<file path="src/rtl/instr_pkg.sv">
// Shared widths, memory-word field positions, fetch FSM states and the IF/ID
// register layout for the instruction-fetch stage.
package instr_pkg;

  localparam int ADDR_W   = 8;
  localparam int OPCODE_W = 3;
  localparam int AUX_W    = 3;
  localparam int PERF_W   = 16;

  localparam int OPCODE_LSB = 0;
  localparam int RT_BIT     = 3;
  localparam int RS_BIT     = 4;
  localparam int AUX_LSB    = 5;

  typedef enum logic [1:0] {
    BOOT   = 2'd0,
    RUN    = 2'd1,
    HALTED = 2'd2
  } fetch_state_e;

  typedef struct packed {
    logic                valid;
    logic [ADDR_W-1:0]   pc;
    logic [OPCODE_W-1:0] opcode;
    logic                rt;
    logic                rs;
    logic [AUX_W-1:0]    aux;
  } if_id_t;

endpackage

</file>
<file path="src/rtl/fetch_perf_ctr.sv">
// Saturating event counter used by the optional fetch performance monitors.
module fetch_perf_ctr
  import instr_pkg::*;
(
  input  logic              sysclk,
  input  logic              reset,
  input  logic              inc,
  output logic [PERF_W-1:0] count
);

  always_ff @(posedge sysclk or posedge reset) begin
    if (reset) begin
      count <= '0;
    end else if (inc && (count != {PERF_W{1'b1}})) begin
      count <= count + {{(PERF_W-1){1'b0}}, 1'b1};
    end
  end

endmodule

</file>
<file path="src/rtl/instr_fetch.sv">
// IF stage: owns the PC, drives instruction-memory address, registers decoded fields.
// Optional counters enabled by defining INSTR_FETCH_PERF_EN.
module instr_fetch
  import instr_pkg::*;
#(
  parameter logic [ADDR_W-1:0] RESET_PC = 8'h00,
  parameter bit                WRAP     = 1'b1
) (
  input  logic                sysclk,
  input  logic                reset,
  input  logic                stall,
  input  logic                redirect_valid,
  input  logic [ADDR_W-1:0]   redirect_addr,
  input  logic                halt,
  output logic [ADDR_W-1:0]   mem_addr,
  input  logic [OPCODE_W-1:0] mem_opcode,
  input  logic                mem_rt,
  input  logic                mem_rs,
  input  logic [AUX_W-1:0]    mem_aux,
  output logic                if_id_valid,
  output logic [ADDR_W-1:0]   if_id_pc,
  output logic [OPCODE_W-1:0] if_id_opcode,
  output logic                if_id_rt,
  output logic                if_id_rs,
  output logic [AUX_W-1:0]    if_id_aux,
  output logic                halted,
`ifdef INSTR_FETCH_PERF_EN
  output logic [PERF_W-1:0]   perf_fetched,
  output logic [PERF_W-1:0]   perf_stalled,
`endif
  output logic [1:0]          dbg_state
);

  // Handshake: if_id_valid is the offer to ID, stall is ID's "not ready".
  // A held instruction is only retired on an edge where stall is low.
  fetch_state_e        state;
  logic [ADDR_W-1:0]   pc;
  if_id_t              if_id;
  logic                fetch_now;
  logic                stall_now;

  assign fetch_now = (state == RUN) && !redirect_valid && !halt && !stall;
  assign stall_now = (state == RUN) && !redirect_valid && stall;

  always_ff @(posedge sysclk or posedge reset) begin
    if (reset) begin
      state <= BOOT;
      pc    <= RESET_PC;
      if_id <= '0;
    end else begin
      unique case (state)
        BOOT: state <= RUN;
        RUN: begin
          if (redirect_valid) begin
            // Flush beats stall, halt and the non-wrapping end of memory.
            pc    <= redirect_addr;
            if_id <= '0;
          end else if (halt) begin
            state <= HALTED;
            if (!stall) if_id.valid <= 1'b0;
          end else if (!stall) begin
            if_id.valid  <= 1'b1;
            if_id.pc     <= pc;
            if_id.opcode <= mem_opcode;
            if_id.rt     <= mem_rt;
            if_id.rs     <= mem_rs;
            if_id.aux    <= mem_aux;
            if (!WRAP && (pc == {ADDR_W{1'b1}})) begin
              state <= HALTED;
            end else begin
              pc <= pc + {{(ADDR_W-1){1'b0}}, 1'b1};
            end
          end
        end
        HALTED: begin
          if (!stall) if_id.valid <= 1'b0;
        end
        default: state <= BOOT;
      endcase
    end
  end

  assign mem_addr     = pc;
  assign if_id_valid  = if_id.valid;
  assign if_id_pc     = if_id.pc;
  assign if_id_opcode = if_id.opcode;
  assign if_id_rt     = if_id.rt;
  assign if_id_rs     = if_id.rs;
  assign if_id_aux    = if_id.aux;
  assign halted       = (state == HALTED);
  assign dbg_state    = state;

`ifdef INSTR_FETCH_PERF_EN
  fetch_perf_ctr u_fetched_ctr (
    .sysclk (sysclk),
    .reset  (reset),
    .inc    (fetch_now),
    .count  (perf_fetched)
  );

  fetch_perf_ctr u_stalled_ctr (
    .sysclk (sysclk),
    .reset  (reset),
    .inc    (stall_now),
    .count  (perf_stalled)
  );
`else
  logic unused_perf;
  assign unused_perf = fetch_now ^ stall_now;
`endif

endmodule

</file>
<file path="config.mk">
export PLATFORM = sky130hd
export DESIGN_NAME = instr_fetch
export DESIGN_NICKNAME = d
export VERILOG_FILES = /design/src/rtl/instr_pkg.sv /design/src/rtl/fetch_perf_ctr.sv /design/src/rtl/instr_fetch.sv
export SDC_FILE = /design/constraint.sdc
export NUM_CORES = 1
export LEC_CHECK = 0
export CORE_ASPECT_RATIO = 0.6
export CORE_MARGIN = 5
export CORE_UTILIZATION = 47
export DETAILED_ROUTE_END_ITERATION = 8
export PLACE_DENSITY = 0.93
export SYNTH_ARGS = -nofsm -noshare
export SYNTH_HDL_FRONTEND = slang
export SYNTH_HIERARCHICAL = 1
export SYNTH_SLANG_ARGS = --single-unit
</file>
<file path="constraint.sdc">
create_clock -name sysclk -period 3.43 [get_ports sysclk]
set_input_delay 0.5145 -clock sysclk [delete_from_list [all_inputs] [get_ports sysclk]]
set_output_delay 0.5145 -clock sysclk [all_outputs]
set_load 0.02 [all_outputs]
</file>
==> reports/qor.yml <==
status: "finished, final reports clean"
first_iter_violations: 118
rrSetupSlack_ns: 1.45
slew_headroom_pct: 30.7
finalCritPeriodShare_pct: 67.5
clockPowerShare_pct: 10.5
finalInstanceArea_um2: 1910
coreArea_um2: 2830
layout-drive-gt1-share_pct: 6.77
grt_first_pass_wirelength_um: 5890
intPower_w: 0.000997
slowest_stage: "clkdlybuf4s50_1"
gp_congestion: 0.828
grt_overflow_total: 0
finalPower_w: 0.00176
cts_tree: "done"
hp-start: "if_id_opcode[2]$_DFFE_PP0P_"
holdPathStages: 2
grt_antenna_before_repair: 0
crit_buf_inv: 1
max_stage_delay_ns: 0.83
ir_drop_mv: 0.441
final-hold-violation-count: 0
nets: 218
cts-hold-fix-buffers: 0
drv_cap: 0
insertion_delay_ns: 0.28
critPathMaxFanout: 20
dieArea_um2: 4130
clock_path_buffers: 2
via_per_inst: 5.31
synth_edf_count: 0
swShare_pct: 43.5
yosys-top-cells-area: "dfrtp_1 49%, nand2_1 11%, nand3_1 5.5%, ha_1 3.6%, mux2i_1 2.2%"
leakage_nw: 0.867
cp_cell_sequence: "clkdlybuf4s50_1 -> o21a_1 -> mux2i_1 -> o211ai_1"
pwr-share-comb_pct: 54.4
r2r_start: "dbg_state[1]$_DFFE_PP0P_"
critPathKind: "in -> reg"
postPlaceCellArea_um2: 1860
clk_pin_slew_ns: 0.09
cts_buffers: 3
cts.sinks: 27
grt_start_max_net_pins: 28
timing_max_transition_violations_final: 0
hold_end: "if_id_opcode[2]$_DFFE_PP0P_"
syn-cell-area_um2: 1370
portBuffers: 48
grt_usage_pct: 18.5
seq_area_frac_synth_pct: 49.3
start_kind: "input pin"
yosysMostFrequentCell: "nand2_1"
post_drt_wl_per_cell_um: 15.3
drc: 0
rsz0062_at_grt: "false"
worst_hold_slack_ns: 0.474
ys.warnings.count: 6
power_density_nw_per_um2: 925
cp.arrival_ns: 2.47
cp-end-kind: "register"
ys_ff_latch: 27
synth_top_area_share_pct: 49.3
vias: 1242
post-route-min-period_ns: 2.31
cts_setup_buffers: 0
htree_levels: 1
dp_hpwl_um: 2680
root_buffer: "clkbuf_8"
synth_commonest_cells: "39 x nand2_1, 27 x dfrtp_1, 15 x nand3_1"
die_y_um: 51.8
cp_top_family: "buffers and inverters"
fmax_ghz: 0.432
synth_ff_type: "dfrtp_1"
tns_ns: 0
reg2reg_depth: 5
n_antenna_cell: 0
placementRows: 15
power.switching_w: 0.000768
seqPwrFrac_pct: 35.1
hp-class: "reg -> reg"
syn-num-nets: 171
synth_cells: 146
start_util_pct: 48.4
crit_start: "redirect_valid"
finClkSkew_ns: 0.00252
wl_um: 3570
worst_pin_slew_ns: 1.04
drt_pass1_iterations: 4
avgSynthCellArea_um2: 9.39
pin_count: 49
grt_pass1_vias: 1202
area_growth_pct: 39.1
cts_resized: 0
nFillCells: 212
synth_cell_types: 35
reg2reg_to: "mem_addr[2]$_DFFE_PP0P_"
yosys.area.top_type: "dfrtp_1"
ant_nets: 0
die_w_um: 79.7
async_flop_share_pct: 100
required_ns: 3.58
setup_violations: 0
worst register-to-register path: cells and delay by family (launching register included):
| kind | cells | cell delay (ns) |
|---|---|---|
| compound gates | 2 | 0.76 |
| flops | 1 | 0.42 |
| mux | 1 | 0.31 |
| fa+ha+maj | 1 | 0.29 |
| buf+inv | 1 | 0.09 |
registers in the layout, summed over array words and instances (netlist names):
register      flops
if_id_pc          8
mem_addr          8
if_id_aux         3
if_id_opcode      3
dbg_state         2
if_id_rs          1
if_id_rt          1
if_id_valid       1
metal layers:
metal | track usage [%] | wire length (um)
met5 | 0 | 0
met3 | 5.54 | 334
met2 | 29.4 | 1600
met4 | 6.74 | 57
met1 | 24.2 | 1580
cell usage in the layout, fill, tap and decap left out, types with 2 or more instances in the layout:
| cell | count |
|---|---|
| clkdlybuf4s50_1 | 48 |
| nand2_1 | 39 |
| dfrtp_1 | 27 |
| nand3_1 | 15 |
| nor2_1 | 8 |
| o21ai_0 | 6 |
| inv_1 | 5 |
| a21oi_1 | 4 |
| ha_1 | 4 |
| mux2i_1 | 3 |
| clkbuf_8 | 3 |
| o21a_1 | 2 |
| o31ai_1 | 2 |
| a21o_1 | 2 |
| a22o_1 | 2 |
| buf_4 | 2 |
cell families (layout without fill, tap and decap cells):
group / count (synthesis) / count (layout) / share of synthesized area [%]
AO/OA/AOI/OAI: 28 / 28 / 14.9
adder cells (fa/ha/maj): 4 / 4 / 3.65
buffers and inverters: 13 / 59 / 5.57
flip-flops: 27 / 27 / 49.3
multiplexers: 4 / 4 / 3.01
AND/OR/NAND/NOR: 70 / 70 / 23.6
final cells by class:
| cell class | instances | area, um2 | share of cell area [%] |
|---|---|---|---|
| clock buffers | 4 | 45.0 | 2.36 |
| inverters | 5 | 18.8 | 0.984 |
| multi-input cells | 106 | 619 | 32.5 |
| flip-flops and latches | 27 | 676 | 35.4 |
| well taps | 42 | 52.6 | 2.76 |
| repair buffers | 50 | 495 | 26.0 |
power by group through the flow:
stage	Sequential (W)	Clock, W	Combinational [W]
2_1_floorplan	0.000776	0	0.000387
3_3_place_gp	0.000606	0	0.000933
3_5_place_dp	0.000620	0	0.000967
4_1_cts	0.000615	0.000187	0.000969
5_1_grt	0.000639	0.000200	0.00104
6_report	0.000619	0.000185	0.000960
per-stage QoR:
| stage | setup slack [ns] | cells | utilization (%) |
|---|---|---|---|
| 2_1_floorplan | 1.92 | 146 | - |
| 3_3_place_gp | 0.951 | 230 | 65.7 |
| 3_5_place_dp | 0.810 | 230 | 65.7 |
| 4_1_cts | 1.12 | 234 | 67.3 |
| 5_1_grt | 0.926 | 234 | 67.3 |
| 6_report | 1.12 | 234 | 67.3 |
how the worst max path moves through the flow:
stage / depth (start not counted) / end / slack [ns]
final: 4 / mem_addr[2]$_DFFE_PP0P_ / 1.12
after global routing: 4 / mem_addr[2]$_DFFE_PP0P_ / 0.93
after CTS: 4 / mem_addr[2]$_DFFE_PP0P_ / 1.12
after detailed placement: 4 / mem_addr[2]$_DFFE_PP0P_ / 0.81
after global placement: 4 / mem_addr[7]$_DFFE_PP0P_ / 0.95
after floorplan: 6 / mem_addr[7]$_DFFE_PP0P_ / 1.92
(Power assumes the default switching activity.)
